[src/rtl/uart_pkg.sv]
// ---------------------------------------------------------------------------
// uart_pkg
//   Shared types and constants for the UART block transmit path.
//   - tx_seq_state_t : block sequencer FSM state encoding
//   - UART_SYNC_BYTE : sync header byte sent ahead of each block when the
//                      optional header (UART_TX_SEQ_HEADER_EN) is built in
//   - AES_BLOCK_BYTES: bytes in one AES block, default block size
// ---------------------------------------------------------------------------
package uart_pkg;

    localparam int         AES_BLOCK_BYTES = 16;
    localparam logic [7:0] UART_SYNC_BYTE  = 8'hA5;

    typedef enum logic [2:0] {
        IDLE,
        START,
        WAIT_ACK,
        WAIT_DONE,
        GAP
    } tx_seq_state_t;

endpackage

[src/rtl/uart_block_tx_sequencer_serializer.sv]
// ---------------------------------------------------------------------------
// uart_byte_serializer
//   Block shift register that presents one byte at a time.
//   Ports:
//     clk, rst   : clock, synchronous active-high reset
//     load       : capture load_data into the shift register
//     load_data  : full block (NUM_BYTES*8 bits)
//     shift      : advance to the next byte (ignored when load is set)
//     first_byte : byte of load_data that would be sent first
//     cur_byte   : byte currently at the output end of the register
//     nxt_byte   : byte that becomes current after one shift
// ---------------------------------------------------------------------------
module uart_byte_serializer #(
    parameter int NUM_BYTES = 16,
    parameter bit MSB_FIRST = 1'b1
) (
    input  logic                   clk,
    input  logic                   rst,
    input  logic                   load,
    input  logic [NUM_BYTES*8-1:0] load_data,
    input  logic                   shift,
    output logic [7:0]             first_byte,
    output logic [7:0]             cur_byte,
    output logic [7:0]             nxt_byte
);

    localparam int W = NUM_BYTES * 8;

    logic [W-1:0] shreg_q, shreg_d, shifted;

    // The output end is the top byte for MSB-first, bottom byte otherwise;
    // the register shifts toward that end.
    function automatic logic [7:0] sel_byte(input logic [W-1:0] v);
        return MSB_FIRST ? v[W-1 -: 8] : v[7:0];
    endfunction

    always_comb begin
        shifted = MSB_FIRST ? (shreg_q << 8) : (shreg_q >> 8);
        shreg_d = shreg_q;
        if (load)
            shreg_d = load_data;
        else if (shift)
            shreg_d = shifted;
    end

    always_ff @(posedge clk) begin
        if (rst)
            shreg_q <= '0;
        else
            shreg_q <= shreg_d;
    end

    assign first_byte = sel_byte(load_data);
    assign cur_byte   = sel_byte(shreg_q);
    assign nxt_byte   = sel_byte(shifted);

endmodule

[src/rtl/uart_block_tx_sequencer.sv]
// ---------------------------------------------------------------------------
// uart_block_tx_sequencer
//   Accepts one NUM_BYTES*8-bit block over valid/ready and feeds it byte by
//   byte to a UART transmitter (start pulse / data / ready), inserting
//   GAP_CYCLES idle cycles between bytes.
//   Build option: define UART_TX_SEQ_HEADER_EN to send UART_SYNC_BYTE ahead of
//   every block (NUM_BYTES+1 start pulses per block).
//   Ports:
//     uart_clock, uart_reset      : clock, synchronous active-high reset
//     block_data/valid/ready      : upstream block handshake
//     uart_transmit_data          : registered byte to the transmitter
//     uart_tx_start               : one-cycle start pulse
//     uart_tx_ready               : transmitter idle/ready
//     seq_busy                    : block in flight (FSM not IDLE)
//     block_done                  : one-cycle pulse after the last byte
// ---------------------------------------------------------------------------
module uart_block_tx_sequencer
    import uart_pkg::*;
#(
    parameter int NUM_BYTES  = AES_BLOCK_BYTES,
    parameter bit MSB_FIRST  = 1'b1,
    parameter int GAP_CYCLES = 8
) (
    input  logic                   uart_clock,
    input  logic                   uart_reset,
    input  logic [NUM_BYTES*8-1:0] block_data,
    input  logic                   block_valid,
    output logic                   block_ready,
    output logic [7:0]             uart_transmit_data,
    output logic                   uart_tx_start,
    input  logic                   uart_tx_ready,
    output logic                   seq_busy,
    output logic                   block_done
);

`ifdef UART_TX_SEQ_HEADER_EN
    localparam bit HDR_EN = 1'b1;
`else
    localparam bit HDR_EN = 1'b0;
`endif

    localparam int CNT_W    = $clog2(NUM_BYTES + 1);
    localparam int GAP_W    = (GAP_CYCLES > 0) ? $clog2(GAP_CYCLES + 1) : 1;
    localparam int GAP_LAST = (GAP_CYCLES > 0) ? GAP_CYCLES - 1 : 0;

    tx_seq_state_t    state_q, state_d;
    logic [CNT_W-1:0] cnt_q, cnt_d;
    logic [GAP_W-1:0] gap_q, gap_d;
    logic [7:0]       data_q, data_d;
    logic             hdr_q, hdr_d;
    logic             done_q, done_d;
    logic             ready_q, ready_d;

    logic             ser_load, ser_shift, start_c, last_byte;
    logic [7:0]       first_byte, cur_byte, nxt_byte;

    uart_byte_serializer #(
        .NUM_BYTES (NUM_BYTES),
        .MSB_FIRST (MSB_FIRST)
    ) u_ser (
        .clk        (uart_clock),
        .rst        (uart_reset),
        .load       (ser_load),
        .load_data  (block_data),
        .shift      (ser_shift),
        .first_byte (first_byte),
        .cur_byte   (cur_byte),
        .nxt_byte   (nxt_byte)
    );

    always_comb begin
        state_d   = state_q;
        cnt_d     = cnt_q;
        gap_d     = gap_q;
        data_d    = data_q;
        hdr_d     = hdr_q;
        done_d    = 1'b0;
        ser_load  = 1'b0;
        ser_shift = 1'b0;
        start_c   = 1'b0;
        last_byte = 1'b0;

        case (state_q)
            IDLE: begin
                if (block_valid && ready_q) begin
                    ser_load = 1'b1;
                    cnt_d    = '0;
                    hdr_d    = HDR_EN;
                    // Data is loaded on accept so the start pulse can fire
                    // in the very next cycle.
                    data_d   = HDR_EN ? UART_SYNC_BYTE : first_byte;
                    state_d  = START;
                end
            end
            START: begin
                if (uart_tx_ready) begin
                    start_c = 1'b1;
                    state_d = WAIT_ACK;
                end
            end
            WAIT_ACK: begin
                if (!uart_tx_ready)
                    state_d = WAIT_DONE;
            end
            WAIT_DONE: begin
                if (uart_tx_ready) begin
                    if (hdr_q) begin
                        // Header went out; first data byte is still unshifted.
                        hdr_d  = 1'b0;
                        data_d = cur_byte;
                    end else begin
                        ser_shift = 1'b1;
                        cnt_d     = cnt_q + CNT_W'(1);
                        last_byte = (cnt_q == CNT_W'(NUM_BYTES - 1));
                        // Keep the last byte on the bus rather than loading
                        // the zeros shifted in behind it.
                        if (!last_byte)
                            data_d = nxt_byte;
                    end

                    if (last_byte) begin
                        done_d  = 1'b1;
                        state_d = IDLE;
                    end else if (GAP_CYCLES == 0) begin
                        state_d = START;
                    end else begin
                        gap_d   = '0;
                        state_d = GAP;
                    end
                end
            end
            GAP: begin
                if (gap_q == GAP_W'(GAP_LAST))
                    state_d = START;
                else
                    gap_d = gap_q + GAP_W'(1);
            end
            default: state_d = IDLE;
        endcase

        // Registered so ready comes up together with block_done.
        ready_d = (state_d == IDLE);
    end

    always_ff @(posedge uart_clock) begin
        if (uart_reset) begin
            state_q <= IDLE;
            cnt_q   <= '0;
            gap_q   <= '0;
            data_q  <= 8'h00;
            hdr_q   <= 1'b0;
            done_q  <= 1'b0;
            ready_q <= 1'b0;
        end else begin
            state_q <= state_d;
            cnt_q   <= cnt_d;
            gap_q   <= gap_d;
            data_q  <= data_d;
            hdr_q   <= hdr_d;
            done_q  <= done_d;
            ready_q <= ready_d;
        end
    end

    // Combinational outputs are masked by reset so nothing leaks out in the
    // cycle a reset is first applied mid-block.
    assign block_ready        = ready_q;
    assign uart_transmit_data = data_q;
    assign uart_tx_start      = start_c & ~uart_reset;
    assign seq_busy           = (state_q != IDLE) & ~uart_reset;
    assign block_done         = done_q;

endmodule

[config.mk]
export PLATFORM = sky130hd
export DESIGN_NAME = uart_block_tx_sequencer
export DESIGN_NICKNAME = d
export VERILOG_FILES = /design/src/rtl/uart_pkg.sv /design/src/rtl/uart_block_tx_sequencer_serializer.sv /design/src/rtl/uart_block_tx_sequencer.sv
export SDC_FILE = /design/constraint.sdc
export NUM_CORES = 1
export LEC_CHECK = 0
export ABC_AREA = 1
export BUFFER_PORTS_ARGS = -buffer_cell sky130_fd_sc_hd__buf_2
export CELL_PAD_IN_SITES_DETAIL_PLACEMENT = 1
export CELL_PAD_IN_SITES_GLOBAL_PLACEMENT = 1
export CORE_MARGIN = 2
export CORE_UTILIZATION = 31
export CTS_CLUSTER_DIAMETER = 100
export DETAILED_ROUTE_END_ITERATION = 7
export PLACE_DENSITY = 0.66
export RECOVER_POWER = 50
export SKIP_CTS_REPAIR_TIMING = 1
export SLEW_MARGIN = 10
export SYNTH_ARGS = -nofsm -noshare
export SYNTH_HDL_FRONTEND = slang
export SYNTH_SLANG_ARGS = --single-unit
[constraint.sdc]
create_clock -name uart_clock -period 3.1 [get_ports uart_clock]
set_input_delay 0 -clock uart_clock [delete_from_list [all_inputs] [get_ports uart_clock]]
set_output_delay 0 -clock uart_clock [all_outputs]
set_load 0.03 [all_outputs]
Word level (Yosys, flattened, before mapping)
Cells that the tools add are included.
{"block": "word_totals", "regBits": 151, "input_bits": 132, "word_cells": 75}
{"block": "classes", "add_sub_neg": 2, "eq_ne": 12, "n_mux": 36, "bitwise": 5, "n_reduce_logical": 12}
{"op": "$mux W128", "n": 2}
{"op": "$mux W8", "n": 4}
{"op": "$mux W3", "n": 6}
{"op": "$pmux W8 S2", "n": 1}
{"op": "$mux W5", "n": 3}
{"op": "$pmux W3 S5", "n": 1}
{"op": "$mux W1", "n": 13}
{"op": "$mux W4", "n": 3}
{"op": "$reduce_and A4 Y1", "n": 3}
{"op": "$ne A2 B2 Y1 const B", "n": 5}
{"op": "$pmux W5 S2", "n": 1}
{"op": "$pmux W4 S2", "n": 1}
{"op": "$eq A3 B2 Y1 const B", "n": 2}
{"op": "$logic_not A3 Y1", "n": 2}
{"op": "$reduce_bool A2 Y1", "n": 3}
{"op": "$add A5 B1 Y5 const B", "n": 1}
{"op": "$eq A5 B4 Y1 const B", "n": 1}
{"op": "$add A4 B1 Y4 const B", "n": 1}
{"op": "$eq A4 B3 Y1 const B", "n": 1}
{"op": "$eq A3 B1 Y1 const B", "n": 1}
{"op": "$eq A3 B3 Y1 const B", "n": 1}
{"op": "$ne A3 B3 Y1 const B", "n": 1}
{"op": "$not A1 Y1", "n": 3}
{"op": "$reduce_and A3 Y1", "n": 1}
{"op": "other kinds (5)", "n": 6}

Depth between registers and ports, before layout
{"block": "depth", "ltp_word": 8, "ltp_mapped": 10, "mapped_depth_nobuf": 9}

Hierarchy
Synthesis repeated with hierarchy kept, for this count alone.
{"block": "unflattened", "cells_unflattened": 1145, "hier_area_um2": 7415.9}
{"module": "uart_byte_serializer", "n_inst": 1, "cells_each": 969, "area_per_inst_um2": 6226.0, "seq_area_each_um2": 2562.5}
{"module": "uart_block_tx_sequencer", "n_inst": 1, "cells_each": 176, "area_per_inst_um2": 1189.9, "seq_area_each_um2": 440.4}

Worst setup path before layout
OpenSTA, ideal clock, no wires.
{"block": "synth_timing", "kind": "reg2reg", "start": "register cnt_q[0]", "end": "register data_q[5] (netlist: uart_transmit_data[5])", "arrival_time_ns": 1.498, "setup_slack_ns": 1.490, "stages_incl_launch_ff": 11, "n_path_buf": 1, "synth_period_minus_slack_ns": 1.610, "cell_sequence": "dfxtp_1 ha_1 inv_1 nor3_1 ha_1 nor2_1 o21bai_4 buf_2 nand2_1 nand2_1 nor2_1"}
{"block": "synth_between", "elab_chain_len": 3}
{"item": "start: declaration", "line": "uart_block_tx_sequencer.sv:47", "text": "logic [CNT_W-1:0] cnt_q, cnt_d;"}
{"item": "start signal: assignment", "line": "uart_block_tx_sequencer.sv:156", "text": "cnt_q <= cnt_d;"}
{"item": "$eq A5 B4 Y1", "line": "uart_block_tx_sequencer.sv:114", "text": "last_byte = (cnt_q == CNT_W'(NUM_BYTES - 1));"}
{"item": "$ne A3 B3 Y1 (no source line)"}
{"item": "$reduce_and A4 Y1 (no source line)"}
{"item": "end signal: assignment", "line": "uart_block_tx_sequencer.sv:158", "text": "data_q <= data_d;"}
{"item": "end: declaration", "line": "uart_block_tx_sequencer.sv:49", "text": "logic [7:0] data_q, data_d;"}
No other way between the ends.
A chain may end at the register's enable or synchronous reset.

Final worst setup path
{"block": "layout_timing", "start": "register state_q[2]", "end": "register u_ser.shreg_q[38]"}
{"block": "layout_between", "elab_chain_len": 3}
{"item": "start: declaration", "line": "uart_block_tx_sequencer.sv:46", "text": "tx_seq_state_t state_q, state_d;"}
{"item": "start signal: assignment", "line": "uart_block_tx_sequencer.sv:155", "text": "state_q <= state_d;"}
{"item": "$eq A3 B2 Y1 / $logic_not A3 Y1 (equally long branches)", "line": "uart_block_tx_sequencer.sv:83", "text": "case (state_q)"}
{"item": "$mux W1", "line": "uart_block_tx_sequencer.sv:83"}
{"item": "$reduce_bool A2 Y1 (no source line) / $mux W128 (equally long branches)"}
{"item": "end signal: assignment", "line": "uart_block_tx_sequencer_serializer.sv:50", "text": "shreg_q <= shreg_d;"}
{"item": "end: declaration", "line": "uart_block_tx_sequencer_serializer.sv:29", "text": "logic [W-1:0] shreg_q, shreg_d, shifted;"}
Parallel ways exist; a longest one is shown, timed or not.

==> impl_metrics.sql <==
INSERT INTO impl_metrics (metric_group, metric, value, unit) VALUES
('route', 'dr_total_vias', '6816', ''),
('floorplanning', 'initial_utilization', '31.4', '%'),
('floorplanning', 'fp.dieArea', '22300', 'um^2'),
('cells_and_area', 'post_route_cells_drive_above_1_share', '14.3', '%'),
('clocking', 'number_of_buffers_created_by_cts', '17', ''),
('setup_path', 'cpMaxStageDelayCell', 'sky130_fd_sc_hd__inv_1', ''),
('clocking', 'clockRootBuffer', 'sky130_fd_sc_hd__clkbuf_16', ''),
('timing', 'setup_ws', '0.692', 'ns'),
('route', 'postRouteWirelength', '20.5', 'mm'),
('logic_synthesis', 'syn-mean-instance-area', '6.47', 'um^2'),
('logic_synthesis', 'synth.net_count', '1148', ''),
('grt', 'groute.usage.overall', '17.4', '%'),
('timing', 'finalSetupViolations', '0', ''),
('grt', 'grt_util_met1', '22.4', '%'),
('clocking', 'cts.path.max_buffers', '2', ''),
('cells_and_area', 'util_after_layout', '43.5', '%'),
('setup_path', 'endpoint_class_of_the_critical_path', 'flop', ''),
('logic_synthesis', 'ys_seq_area_share', '43.4', '%'),
('grt', 'grt_pass1_vias', '6282', ''),
('cells_and_area', 'areaGrowthSynthToFinish', '38.5', '%'),
('timing', 'final_period_minus_worst_setup_slack', '2.41', 'ns'),
('grt', 'grt_remaining_overflow', '0', ''),
('clocking', 'htree_num_levels', '4', ''),
('clocking', 'tritoncts', 'done', ''),
('placed_design', 'pre_cts_ws', '0.828', 'ns'),
('timing', 'fmax', '0.415', 'GHz'),
('power_and_ir_drop', 'powerDensity', '523', 'nW/um^2'),
('cells_and_area', 'final.fill_count', '2750', ''),
('timing', 'tns', '0', 'ns'),
('timing', 'maxSlewViolCount', '0', ''),
('logic_synthesis', 'mappedNetlistArea', '6560', 'um^2'),
('route', 'routed_wire_length_per_instance', '13.4', 'um'),
('logic_synthesis', 'synth_compound_area_share', '12.6', '%'),
('floorplanning', 'die_h', '149', 'um'),
('timing', 'finalHoldViolations', '10', ''),
('setup_path', 'rr_worst_depth', '6', ''),
('grt', 'met2_usage', '29.3', '%'),
('route', 'drc', '0', ''),
('setup_path', 'criticalPathCategory', 'flop to flop', ''),
('logic_synthesis', 'synth_mux_area_share', '0', '%'),
('logic_synthesis', 'synthAdderAreaFrac', '0.572', '%'),
('route', 'detailed_routing_iterations_pass_1', '4', ''),
('placed_design', 'dp.final_hpwl', '12.6', 'mm'),
('setup_path', 'timing.critical_path.fanout_max', '41', ''),
('timing', 'timing.max_slew.rel_slack', '5.87', '%'),
('cells_and_area', 'layoutNonFillerInstCount', '1531', ''),
('power_and_ir_drop', 'p_leak', '3.88', 'nW'),
('job', 'max_cap_viol_count', '0', ''),
('min_path', 'worstHoldPathType', 'input pin to flop', ''),
('placed_design', 'numPlacedInstances', '1382', ''),
('timing', 'min_period_over_period', '77.7', '%'),
('clocking', 'clock_sinks', '142', ''),
('route', 'final_ant_viol_nets', '0', ''),
('grt', 'gr-usage-met3', '3.90', '%'),
('placed_design', 'placement.io_buffers', '143', ''),
('floorplanning', 'placeableCoreArea', '20900', 'um^2'),
('grt', 'maximum_number_of_pins_on_one_net_before_global_route_repair', '126', ''),
('logic_synthesis', 'synth-seq-cells', '142', ''),
('status', 'failed_checks', 'hold timing', ''),
('logic_synthesis', 'synth-xor-area-share', '0.134', '%'),
('timing', 'rsz0062_at_grt', 'false', ''),
('floorplanning', 'die-width', '149', 'um'),
('grt', 'grt_first_pass_wirelength', '30.6', 'mm'),
('route', 'drtIter0Drc', '334', ''),
('placed_design', 'gp_congestion', '0.734', ''),
('timing', 'worst_hold_slack', '-0.0818', 'ns'),
('status', 'run_status', 'finished, violations left', ''),
('logic_synthesis', 'synth_cells', '1013', ''),
('timing', 'fin_worst_skew', '0.0150', 'ns'),
('logic_synthesis', 'synth-warning-count', '0', ''),
('logic_synthesis', 'synthDistinctLibCells', '27', '');
synthesized netlist by cell type:
cell type                  count  area share (%)
sky130_fd_sc_hd__nor2_1      279              16
sky130_fd_sc_hd__nand2_1     226              13
sky130_fd_sc_hd__dfxtp_1     142              43
sky130_fd_sc_hd__inv_1       113             6.5
sky130_fd_sc_hd__o21ai_0      85             6.5
sky130_fd_sc_hd__a21oi_1      51             3.9
sky130_fd_sc_hd__clkbuf_1     22             1.3
sky130_fd_sc_hd__buf_2        18             1.4
sky130_fd_sc_hd__nand3_1      18             1.4
sky130_fd_sc_hd__o21ai_1      13            0.99
sky130_fd_sc_hd__buf_4        10             1.1
sky130_fd_sc_hd__o21a_1        7            0.80
sky130_fd_sc_hd__buf_6         5            0.86
sky130_fd_sc_hd__nand2_2       4            0.38
sky130_fd_sc_hd__ha_1          3            0.57
sky130_fd_sc_hd__nor3_1        3            0.23
sky130_fd_sc_hd__inv_2         2            0.11
sky130_fd_sc_hd__nand4_1       2            0.19
sky130_fd_sc_hd__nor2_4        2            0.34
sky130_fd_sc_hd__a31oi_1       1           0.095
sky130_fd_sc_hd__clkinv_1      1           0.057
sky130_fd_sc_hd__nand4_2       1            0.19
sky130_fd_sc_hd__nor2_2        1           0.095
sky130_fd_sc_hd__nor2_8        1            0.31
sky130_fd_sc_hd__o21bai_4      1            0.29
sky130_fd_sc_hd__or2_2         1           0.095
sky130_fd_sc_hd__xor2_1        1            0.13
cells in the final DEF, fill, tap and decap left out, types with 12 or more instances in the layout:
master,synthesis,layout
sky130_fd_sc_hd__nor2_1,279,279
sky130_fd_sc_hd__nand2_1,226,227
sky130_fd_sc_hd__dfxtp_1,142,142
sky130_fd_sc_hd__buf_2,18,130
sky130_fd_sc_hd__dlygate4sd3_1,0,117
sky130_fd_sc_hd__inv_1,113,115
sky130_fd_sc_hd__o21ai_0,85,85
sky130_fd_sc_hd__a21oi_1,51,51
sky130_fd_sc_hd__nand3_1,18,18
sky130_fd_sc_hd__clkbuf_16,0,17
sky130_fd_sc_hd__o21ai_1,13,13
sky130_fd_sc_hd__clkbuf_1,22,12
per-stage QoR:
stage	total power [mW]	area, um^2
after floorplan	2.51	6560
after global placement	2.71	7370
after detailed placement	2.73	7370
after CTS	4.72	7940
after global routing	5.02	9080
final	4.76	9080
where the power goes:
| group | internal [mW] | switching (mW) | leakage, nW |
|---|---|---|---|
| combinational | 0.325 | 0.462 | 2.46 |
| clock | 1.07 | 0.893 | 0.269 |
| sequential | 1.95 | 0.0517 | 1.16 |
| total | 3.35 | 1.41 | 3.88 |
registers in the layout, indices dropped and copies added (netlist names):
| name | cells |
|---|---|
| u_ser.shreg_q | 120 |
| uart_transmit_data | 8 |
| cnt_q | 5 |
| gap_q | 4 |
| state_q | 3 |
| block_done | 1 |
| block_ready | 1 |
metal layers:
layer | vias to the layer above | part of all wire (%)
met5 | - | 0
met4 | 0 | 1.7
met3 | 28 | 3.3
met2 | 120 | 49
met1 | 3121 | 46
li1 | 3547 | -
critical path: cells and delay by family, from the launching register on:
family                 cells  cell delay, ns
AND/OR/NAND/NOR            3            0.53
flip-flops                 1            0.40
buffers and inverters      2            1.18
AO/OA/AOI/OAI              1            0.21
cells by family (layout without fill, tap and decap cells):
kind of cell,after synthesis,in the layout
compound gates,158,158
xor+xnor,1,1
fa+ha+maj,3,3
buf+inv,171,414
flops,142,142
simple gates,538,538
path summary, 6_finish.rpt:
path	startpoint	end	slack, ns
setup reg to reg	state_q[2]	u_ser.shreg_q[38]	0.69
hold reg to reg	u_ser.shreg_q[2]	u_ser.shreg_q[2]	0.47
hold / removal	block_data[96]	u_ser.shreg_q[96]	-0.08
setup / recovery	state_q[2]	u_ser.shreg_q[38]	0.69
area by class of cell:
type | instances | area, um^2 | area share, %
Multi-Input combinational cell | 700 | 2970 | 32.7
Sequential cell | 142 | 2840 | 31.3
Timing Repair Buffer | 266 | 1930 | 21.2
Clock buffer | 18 | 439 | 4.83
Inverter | 116 | 435 | 4.79
Tap cell | 275 | 344 | 3.79
Clock inverter | 14 | 124 | 1.36
No activity file was read; power rests on OpenSTA's default activity.
